### src/rtl/beat_sequencer_pkg.sv
`default_nettype none
// ============================================================================
//  Module      : beat_sequencer_pkg
//  Description : Shared definitions for the music player controller.
//                Holds the player state encoding, the speed-level width
//                used by the sequencer and the speed display, and the
//                helper that maps a speed level to its beat period.
//  Revision    : 1.0  initial release
// ============================================================================
package beat_sequencer_pkg;

    // Speed level width; also used by the 7-segment speed display.
    localparam int c_SPEED_W = 3;

    // Player states.
    typedef enum logic [1:0] {
        ST_IDLE  = 2'd0,   // stopped, rewound to beat 0
        ST_PLAY  = 2'd1,   // prescaler running, beats advancing
        ST_PAUSE = 2'd2,   // frozen, position and prescaler kept
        ST_DONE  = 2'd3    // one-shot song finished, parked on last beat
    } player_state_t;

    // Clock cycles per beat at a given speed level. Level 0 is the slowest;
    // each step up halves the period down to base at the fastest level.
    function automatic logic [63:0] beat_period(
        input int unsigned base,
        input int unsigned num_speeds,
        input int unsigned level
    );
        beat_period = 64'(base) << (num_speeds - 1 - level);
    endfunction

endpackage : beat_sequencer_pkg
`default_nettype wire

### src/rtl/beat_prescaler.sv
`default_nettype none
// ============================================================================
//  Module      : beat_prescaler
//  Description : Beat-rate prescaler. Counts clk cycles while enabled and
//                flags the cycle on which the current beat period expires.
//                The period is selected at run time from the speed level.
//  Ports       : clk   - system clock
//                rst   - asynchronous active-high reset
//                en    - count this cycle (player is playing)
//                clr   - return the count to zero (has priority over en)
//                level - current speed level, selects the period
//                tick  - combinational: this counting cycle ends the beat
//  Revision    : 1.0  initial release
// ============================================================================
module beat_prescaler
    import beat_sequencer_pkg::*;
#(
    parameter int unsigned BASE_PERIOD = 32'd1048576,
    parameter int unsigned NUM_SPEEDS  = 5
)(
    input  logic                 clk,
    input  logic                 rst,
    input  logic                 en,
    input  logic                 clr,
    input  logic [c_SPEED_W-1:0] level,
    output logic                 tick
);

    // The slowest period sets the counter width.
    localparam logic [63:0] c_PERIOD_MAX = beat_period(BASE_PERIOD, NUM_SPEEDS, 0);
    localparam int          c_PW         = (c_PERIOD_MAX > 64'd1) ? $clog2(c_PERIOD_MAX) : 1;

    logic [c_PW-1:0] r_cnt;
    logic [63:0]     w_period;

    // Comparing with >= rather than == matters after a speed-up: the count
    // may already be past the new, shorter period, and it must expire on the
    // next counting cycle instead of running on until it wraps.
    always_comb begin
        w_period = beat_period(BASE_PERIOD, NUM_SPEEDS, 32'(level));
        tick     = en && (64'(r_cnt) >= (w_period - 64'd1));
    end

    always_ff @(posedge clk or posedge rst) begin
        if (rst) begin
            r_cnt <= '0;
        end else if (clr) begin
            r_cnt <= '0;
        end else if (en) begin
            if (tick) begin
                r_cnt <= '0;
            end else begin
                r_cnt <= r_cnt + c_PW'(1);
            end
        end
    end

endmodule : beat_prescaler
`default_nettype wire

### src/rtl/beat_sequencer.sv
`default_nettype none
// ============================================================================
//  Module      : beat_sequencer
//  Description : Player controller producing the beat index for the music
//                ROM, LED and note blocks. Play/pause toggle, stop/rewind,
//                one-shot or loop playback and run-time speed levels, all
//                timed by a clk-domain prescaler instead of a divided clock.
//  Ports       : clk          - system clock
//                rst          - asynchronous active-high reset
//                play         - pulse: toggle play/pause (restart from DONE)
//                stop         - pulse: stop and rewind to beat 0
//                speedup      - pulse: speed level +1 (saturating)
//                speeddown    - pulse: speed level -1 (saturating)
//                loop_en      - level: wrap after last beat instead of DONE
//                ibeat        - current beat index 0..LEN-1
//                beat_tick    - pulse on every ibeat advance
//                playing      - high while playing
//                done         - high while parked at the end of the song
//                speed_level  - current speed level
//  Revision    : 1.0  initial release
// ============================================================================
module beat_sequencer
    import beat_sequencer_pkg::*;
#(
    parameter int unsigned LEN         = 64,
    parameter int unsigned BEAT_W      = 12,
    parameter int unsigned BASE_PERIOD = 32'd1048576,
    parameter int unsigned NUM_SPEEDS  = 5,
    parameter int unsigned DEF_SPEED   = 2
)(
    input  logic                 clk,
    input  logic                 rst,
    input  logic                 play,
    input  logic                 stop,
    input  logic                 speedup,
    input  logic                 speeddown,
    input  logic                 loop_en,
    output logic [BEAT_W-1:0]    ibeat,
    output logic                 beat_tick,
    output logic                 playing,
    output logic                 done,
    output logic [c_SPEED_W-1:0] speed_level
);

    localparam logic [BEAT_W-1:0]    c_LAST_BEAT = BEAT_W'(LEN - 1);
    localparam logic [c_SPEED_W-1:0] c_MAX_LVL   = c_SPEED_W'(NUM_SPEEDS - 1);
    localparam logic [c_SPEED_W-1:0] c_DEF_LVL   = c_SPEED_W'(DEF_SPEED);

    player_state_t          r_state;
    player_state_t          w_state_next;
    logic [BEAT_W-1:0]      r_ibeat;
    logic [BEAT_W-1:0]      w_ibeat_next;
    logic                   r_beat_tick;
    logic                   w_tick_next;
    logic                   r_playing;
    logic                   r_done;
    logic [c_SPEED_W-1:0]   r_level;
    logic [c_SPEED_W-1:0]   w_level_next;
    logic                   w_pre_en;
    logic                   w_pre_clr;
    logic                   w_pre_tick;

    // Restarting from DONE clears the count as well; it is already zero
    // there, but making it explicit keeps the restart independent of how
    // DONE was entered.
    assign w_pre_en  = (r_state == ST_PLAY);
    assign w_pre_clr = stop || ((r_state == ST_DONE) && play);

    beat_prescaler #(
        .BASE_PERIOD (BASE_PERIOD),
        .NUM_SPEEDS  (NUM_SPEEDS)
    ) u_prescaler (
        .clk   (clk),
        .rst   (rst),
        .en    (w_pre_en),
        .clr   (w_pre_clr),
        .level (r_level),
        .tick  (w_pre_tick)
    );

    // Next-state and next-output logic.
    always_comb begin
        w_state_next = r_state;
        w_ibeat_next = r_ibeat;
        w_tick_next  = 1'b0;
        w_level_next = r_level;

        // Speed steps apply in every state; a simultaneous up and down cancel.
        if (speedup && !speeddown && (r_level != c_MAX_LVL)) begin
            w_level_next = r_level + c_SPEED_W'(1);
        end else if (speeddown && !speedup && (r_level != '0)) begin
            w_level_next = r_level - c_SPEED_W'(1);
        end

        if (stop) begin
            // Stop overrides everything, including a beat that would have
            // advanced this cycle.
            w_state_next = ST_IDLE;
            w_ibeat_next = '0;
        end else begin
            case (r_state)
                ST_IDLE: begin
                    if (play) begin
                        w_state_next = ST_PLAY;
                    end
                end
                ST_PLAY: begin
                    if (play) begin
                        w_state_next = ST_PAUSE;
                    end
                    if (w_pre_tick) begin
                        w_tick_next = 1'b1;
                        if (r_ibeat == c_LAST_BEAT) begin
                            if (loop_en) begin
                                w_ibeat_next = '0;
                            end else begin
                                // Reaching the end of a one-shot song takes
                                // precedence over a coincident pause.
                                w_state_next = ST_DONE;
                            end
                        end else begin
                            w_ibeat_next = r_ibeat + BEAT_W'(1);
                        end
                    end
                end
                ST_PAUSE: begin
                    if (play) begin
                        w_state_next = ST_PLAY;
                    end
                end
                ST_DONE: begin
                    if (play) begin
                        w_state_next = ST_PLAY;
                        w_ibeat_next = '0;
                    end
                end
                default: begin
                    w_state_next = ST_IDLE;
                    w_ibeat_next = '0;
                end
            endcase
        end
    end

    // State and output registers; the status flags are decoded from the next
    // state so they change on the same edge as the state itself.
    always_ff @(posedge clk or posedge rst) begin
        if (rst) begin
            r_state     <= ST_IDLE;
            r_ibeat     <= '0;
            r_beat_tick <= 1'b0;
            r_playing   <= 1'b0;
            r_done      <= 1'b0;
            r_level     <= c_DEF_LVL;
        end else begin
            r_state     <= w_state_next;
            r_ibeat     <= w_ibeat_next;
            r_beat_tick <= w_tick_next;
            r_playing   <= (w_state_next == ST_PLAY);
            r_done      <= (w_state_next == ST_DONE);
            r_level     <= w_level_next;
        end
    end

    assign ibeat       = r_ibeat;
    assign beat_tick   = r_beat_tick;
    assign playing     = r_playing;
    assign done        = r_done;
    assign speed_level = r_level;

endmodule : beat_sequencer
`default_nettype wire

### config.mk
export PLATFORM = sky130hd
export DESIGN_NAME = beat_sequencer
export DESIGN_NICKNAME = d
export VERILOG_FILES = /design/src/rtl/beat_sequencer_pkg.sv /design/src/rtl/beat_prescaler.sv /design/src/rtl/beat_sequencer.sv
export SDC_FILE = /design/constraint.sdc
export NUM_CORES = 1
export LEC_CHECK = 0
export BUFFER_PORTS_ARGS = -buffer_cell sky130_fd_sc_hd__buf_4
export CORE_AREA = 2 2 81 83
export CTS_CLUSTER_SIZE = 24
export DETAILED_ROUTE_END_ITERATION = 8
export DIE_AREA = 0 0 83 85
export PLACE_DENSITY = 0.63
export SYNTH_ARGS = -nofsm -noshare
export SYNTH_HDL_FRONTEND = slang
export SYNTH_SLANG_ARGS = --single-unit
### constraint.sdc
create_clock -name clk -period 5.35 [get_ports clk]
set_input_delay 1.07 -clock clk [delete_from_list [all_inputs] [get_ports clk]]
set_output_delay 1.07 -clock clk [all_outputs]
set_load 0.005 [all_outputs]
==> impl_metrics.yaml, run 1 <==
floorplanning:
  placementRows: 29
  ios: 25
  start_util: 0.4392
  die_w_um: 83
  die_area_um2: 7055
  die_h_um: 85
  core_um2: 6205
pwr:
  p_int_w: 0.0005899
  p_seq_frac: 0.419
  clock_power_share: 0.241
  p_switching_w: 0.0003197
  ir_drop_uv: 205.9
  p_leak_nw: 1.344
  switching_share: 0.3515
  p_total_w: 0.0009095
  p_per_area_nw_per_um2: 300.1
  combPwrFrac: 0.340
yosys:
  synthCells: 305
  synth.avg_cell_area_um2: 8.935
  ys_seq_elements: 44
  syn_area_um2: 2725
  synth-adder-area-share: 0.05785
  synthMuxAreaShare: 0.01561
  synth_edf_count: 0
  synth_warnings: 0
  synth_cell_type_count: 54
  ys_seq_area_frac: 0.4045
  synth_top_family_by_area: "simple AND/OR/NAND/NOR gates"
  synth_async_sr_flop_share: 1.000
  synthSimpleGateAreaFrac: 0.2415
  synth-compound-area-share: 0.2222
  synth-main-ff-cell: "dfrtp_1"
  synth_xor_area_frac: 0.01286
  syn_nets: 324
clocking:
  cts_tree: "yes"
  hold_buffers: 0
  numCtsBuffers: 5
  clkTransAtPathRegs_ps: 80
  post_cts_resized: 0
  clk_latency_ps: 300
  root_buffer: "clkbuf_8"
  post-cts-setup-buffer-count: 0
  clockBufferDepth: 2
  cts_sinks: 44
  cts_max_level: 2
cells_and_area:
  mostFrequentLayoutCells: "43 x dfrtp_1, 32 x nand2_1, 26 x buf_4, 23 x nor2_1, 21 x nand3_1"
  final_common_cell: "dfrtp_1"
  fin_util: 0.4884
  layout-drive-gt1-share: 0.1534
  antenna_cells: 0
  area_growth_pct: 11.20
  layout.nets: 344
sta:
  rsz0062_at_grt: "false"
  relSlewSlack: 0.2776
  fin_crit_sh: 0.7331
  clock_skew_ps: 12.97
  setup_viol: 0
  hold_slack_ps: 499.5
  period_needed_ps: 3922
  tns_ps: 0
  slew_violations: 0
  worstMarginPinSlew_ps: 1079
  max_freq_mhz: 255.0
  hold_viol: 0
worst_setup_path:
  slowest_stage: "a31oi_1"
  path_class: "flop to flop"
  r2r_slack_ps: 1430
  arrival_ps: 4140
  slowest_delay_ps: 860
  crit_top_cell: "ha_1"
  critPathRequiredTime_ps: 5570
  crit_chain: "inv_1 > ha_1 > ha_1 > nand4_1 > ha_1 > xnor2_1 > ha_1 > and4_1 > a31o_4 > a31oi_1 > o21ai_0 > o21ai_1"
  reg2reg_depth: 12
  worst_setup_path_start_kind: "flop"
  end_kind: "flop"
  reg2reg_from: "speed_level[0]$_DFFE_PP0P_"
  r2r_end: "ibeat[8]$_DFFE_PP0P_"
  path_max_fanout: 13
route:
  drtIter0Drc: 97
  drtPass1Iterations: 4
  wl_per_cell_um: 13.87
  drt-total-wl_mm: 5.588
  drc: 0
  drt.antenna.violating_nets: 0
  vias_per_cell: 5.710
  vias: 2301
job:
  max_cap_violations: 0
placement:
  dp_hpwl_mm: 3.800
  io_buffers: 24
  gp_congestion: 0.7605
run_status:
  status: "completed"
global_routing:
  grt_pass1_vias: 2147
  antenna_found_initial: 0
  grt_use_total: 0.1680
  grt_max_degree: 45
  grt_pass1_wl_mm: 9.956
  overflow: 0
min_path:
  min_path_cells: 1
  min_from: "u_prescaler.r_cnt[14]$_DFFE_PP0P_"
  hp-class: "flop to flop"
  min_to: "u_prescaler.r_cnt[14]$_DFFE_PP0P_"
## kinds of logic after synthesis
group | count (synthesis)
simple gates | 126
compound gates | 90
flops | 44
buf+inv | 25
fa+ha+maj | 12
xor+xnor | 4
mux | 4
## final cells by class
type / instances / area, um^2
Clock inverter: 2 / 10.01
Multi-Input combinational cell: 236 / 1499
Tap cell: 77 / 96.34
Fill cell: 591 / 3174
Sequential cell: 44 / 1102
Inverter: 12 / 45.04
Clock buffer: 6 / 82.58
Timing Repair Buffer: 26 / 195.2
## worst max-delay path by stage
stage | startpoint | slack, ps | to
after floorplan | speed_level[0]$_DFFE_PP0P_ | 2200 | u_prescaler.r_cnt[3]$_DFFE_PP0P_
after global placement | speed_level[0]$_DFFE_PP0P_ | 1540 | u_prescaler.r_cnt[5]$_DFFE_PP0P_
after detailed placement | speed_level[0]$_DFFE_PP0P_ | 1440 | u_prescaler.r_cnt[10]$_DFFE_PP0P_
after CTS | speed_level[0]$_DFFE_PP0P_ | 1440 | ibeat[8]$_DFFE_PP0P_
after global routing | speed_level[0]$_DFFE_PP0P_ | 990 | ibeat[2]$_DFFE_PP0P_
final | speed_level[0]$_DFFE_PP0P_ | 1430 | ibeat[8]$_DFFE_PP0P_
## Yosys cell counts, types with 2 or more instances
master	n	area (um^2)
o21ai_0	7	35.03
o21ai_1	17	85.08
nand4_1	6	37.54
mux2_2	2	22.52
a22o_1	5	43.79
buf_6	3	33.78
o21a_1	2	15.01
and4_1	2	17.52
nor4_2	2	25.02
mux2i_1	2	20.02
a41oi_1	4	35.03
o211ai_1	2	15.01
inv_1	12	45.04
nor3_1	6	30.03
a21oi_1	14	70.07
nor3b_1	2	15.01
nand3_1	21	105.1
o31ai_1	8	60.06
and3_1	5	31.28
ha_1	11	137.6
nand2b_1	6	37.54
clkbuf_1	6	22.52
nor2_1	23	86.33
or3_1	2	12.51
nor2b_1	5	31.28
dfrtp_1	43	1076
a21o_1	4	30.03
a31oi_1	18	112.6
buf_2	3	15.01
xnor2_1	4	35.03
nand2_1	32	120.1
and2_1	4	25.02
## sequential cells by signal, summed over array words and instances (netlist names)
register and cells:
beat_tick 1, r_state 2, playing 1, speed_level 3, ibeat 12, u_prescaler.r_cnt 24, done 1
## power groups by stage
stage / clock (W) / combinational, W / sequential [W]
after floorplan: 0 / 0.000245 / 0.000375
final: 0.000219 / 0.000309 / 0.000381
after CTS: 0.000226 / 0.000312 / 0.000381
after detailed placement: 0 / 0.000310 / 0.000387
after global placement: 0 / 0.000300 / 0.000388
after global routing: 0.000241 / 0.000351 / 0.000384
## layer usage
layer  global-route usage  share of wire  vias up
li1                     -              -     1164
met1               0.2277           0.50     1111
met2               0.2771           0.47       22
met3              0.03405          0.027        4
met4              0.04322         0.0082        0
met5                    0              0        -
## critical path, delay by kind of cell, from the launching register on
family,cells,cell delay (ps)
flops,1,560
buf+inv,1,140
simple gates,2,310
fa+ha+maj,4,1200
xor+xnor,1,190
compound gates,4,1450
## stage by stage
stage,area (um^2),worst slack (ps),instances
floorplan,2725,2199,305
detailed placement,2938,1442,395
CTS,3030,1436,403
finish,3030,1428,403
global route,3030,992.9,403
global placement,2938,1544,395
No activity file was read; power rests on OpenSTA's default activity.
==> inputs of run 2 (changes only) <==
- PLACE_DENSITY: 0.63 -> 0.66
- clock period: 5.35 -> 3.6 ns (I/O delays scaled with it)
==> run 2 against run 1 <==
Non-clock buffer count increased by 3. Flip-flop and latch count unchanged. Fmax increased by 17%. Sequential share of layout area decreased by 0.53 points. First-iteration DRC count increased by 25%. Sequential power increased by 44%. Clock-buffer cell count increased by 2. Core utilization increased by 0.73 points. Final area increased by 1.5%. Setup slack got worse by 1200 ps. Critical endpoint is now u_prescaler.r_cnt[14]$_DFFE_PP0P_. Largest cell class unchanged. Largest power group unchanged.
==> impl_metrics.yaml, run 2 (synthesized netlist as in run 1, its figures left out) <==
sta:
  worstMarginPinSlew_ps: 950.3
  hold_slack_ps: 513.4
  rsz0062_at_grt: "false"
  hold_viol: 0
  period_needed_ps: 3352
  tns_ps: 0
  setup_viol: 0
  relSlewSlack: 0.3642
  max_freq_mhz: 298.3
  fin_crit_sh: 0.9311
  clock_skew_ps: 6.028
  slew_violations: 0
global_routing:
  grt_use_met3: 0.03016
  use_met1: 0.2240
  grt_pass1_vias: 2094
  met2_usage: 0.2727
  top_usage_layer: "met2"
  antenna_found_initial: 0
  grt_use_total: 0.1667
  overflow: 0
  grt_pass1_wl_mm: 9.742
  grt_max_degree: 45
worst_setup_path:
  path_max_fanout: 21
  path_class: "flop to flop"
  arrival_ps: 3570
  slowest_delay_ps: 580
  end_kind: "flop"
  critPathRequiredTime_ps: 3820
  worst_setup_path_start_kind: "flop"
  reg2reg_depth: 13
  crit_chain: "inv_1 > ha_1 > ha_2 > nand3_1 > ha_2 > xnor2_1 > ha_1 > and4_1 > a31o_4 > a21oi_4 > buf_12 > a41oi_1 > a31oi_1"
  slowest_stage: "dfstp_2"
placement:
  io_buffers: 24
  dp_hpwl_mm: 3.774
  gp_congestion: 0.7556
route:
  vias_per_cell: 5.712
  drtPass1Iterations: 4
  drt-total-wl_mm: 5.852
  drt.antenna.violating_nets: 0
  drtIter0Drc: 121
  vias: 2319
  wl_per_cell_um: 14.41
  drc: 0
clocking:
  cts_sinks: 44
  post-cts-setup-buffer-count: 0
  cts_max_level: 2
  hold_buffers: 0
  numCtsBuffers: 5
  clk_latency_ps: 300
  root_buffer: "clkbuf_8"
  post_cts_resized: 0
  cts_tree: "yes"
  clkTransAtPathRegs_ps: 80
  clockBufferDepth: 2
floorplanning:
  core_um2: 6205
  ios: 25
  die_w_um: 83
  die_area_um2: 7055
  start_util: 0.4392
  placementRows: 29
  die_h_um: 85
min_path:
  min_path_cells: 1
  hp-class: "flop to flop"
cells_and_area:
  fillers: 589
  area_growth_pct: 12.86
  largest_reg_flops: 24
  antenna_cells: 0
  largest-register: "u_prescaler.r_cnt"
  mostFrequentLayoutCells: "43 x dfrtp_1, 32 x nand2_1, 27 x buf_4, 23 x nor2_1, 21 x nand3_1"
  layout-drive-gt1-share: 0.1611
  layout.nets: 347
  final_common_cell: "dfrtp_1"
run_status:
  status: "completed"
job:
  max_cap_violations: 0
pwr:
  p_leak_nw: 1.356
  p_per_area_nw_per_um2: 440.1
  ir_drop_uv: 431.0
-- run 2: changes by cell type in the layout (fill, tap and decap cells not counted), sizes merged --
cell,change
clkinv,-3
inv,+1
buf,+2
clkbuf,+3
-- run 2: critical path, delay by kind of cell (launching register included) --
kind,cells,cell delay [ps]
AOI/OAI and AO/OA,4,810
xor gates and xnor gates,1,170
adders and majority gates,4,1120
buffers and inverters,2,280
and+or+nand+nor,2,320
DFF,1,580
-- run 2: worst paths after layout --
path                            slack [ps]                              from                                 to
worst min-delay path                   510  u_prescaler.r_cnt[4]$_DFFE_PP0P_   u_prescaler.r_cnt[4]$_DFFE_PP0P_
min in group asynchronous              630                               rst   u_prescaler.r_cnt[6]$_DFFE_PP0P_
max in group asynchronous             2390                               rst               r_state[1]$_DFF_PP0_
worst min register to register         510  u_prescaler.r_cnt[4]$_DFFE_PP0P_   u_prescaler.r_cnt[4]$_DFFE_PP0P_
worst max-delay path                   250        speed_level[1]$_DFFE_PP1P_  u_prescaler.r_cnt[14]$_DFFE_PP0P_
worst max register to register         250        speed_level[1]$_DFFE_PP1P_  u_prescaler.r_cnt[14]$_DFFE_PP0P_
-- run 2: stage by stage --
stage                     instances  power (W)  cell area (um^2)    util  setup slack, ps
after floorplan                 305  0.0009215              2725       -            449.5
after global placement          397   0.001031              2965  0.4779            372.2
after detailed placement        397   0.001040              2965  0.4779            269.4
after CTS                       405   0.001352              3045  0.4908            202.6
after global routing            406   0.001454              3075  0.4957            33.96
final                           406   0.001354              3075  0.4957            248.0
-- run 2: power breakdown --
group | switching (W) | total, W | internal (W)
Sequential | 0.0000271 | 0.000547 | 0.000520
Clock | 0.000174 | 0.000312 | 0.000138
Combinational | 0.000274 | 0.000494 | 0.000220
-- run 2: layout make-up --
cell class	instances	area, um^2	share of cell area
Multi-Input combinational cell	236	1504	0.4890
Clock buffer	8	80.08	0.02604
Inverter	12	45.04	0.01465
Tap cell	77	96.34	0.03133
Timing Repair Buffer	29	247.7	0.08055
Sequential cell	44	1102	0.3584
-- run 2: metal layers --
| metal | wire length [um] | share of wire |
|---|---|---|
| met5 | 0 | 0 |
| met4 | 75 | 0.013 |
| met3 | 189 | 0.032 |
| met2 | 2757 | 0.47 |
| met1 | 2830 | 0.48 |
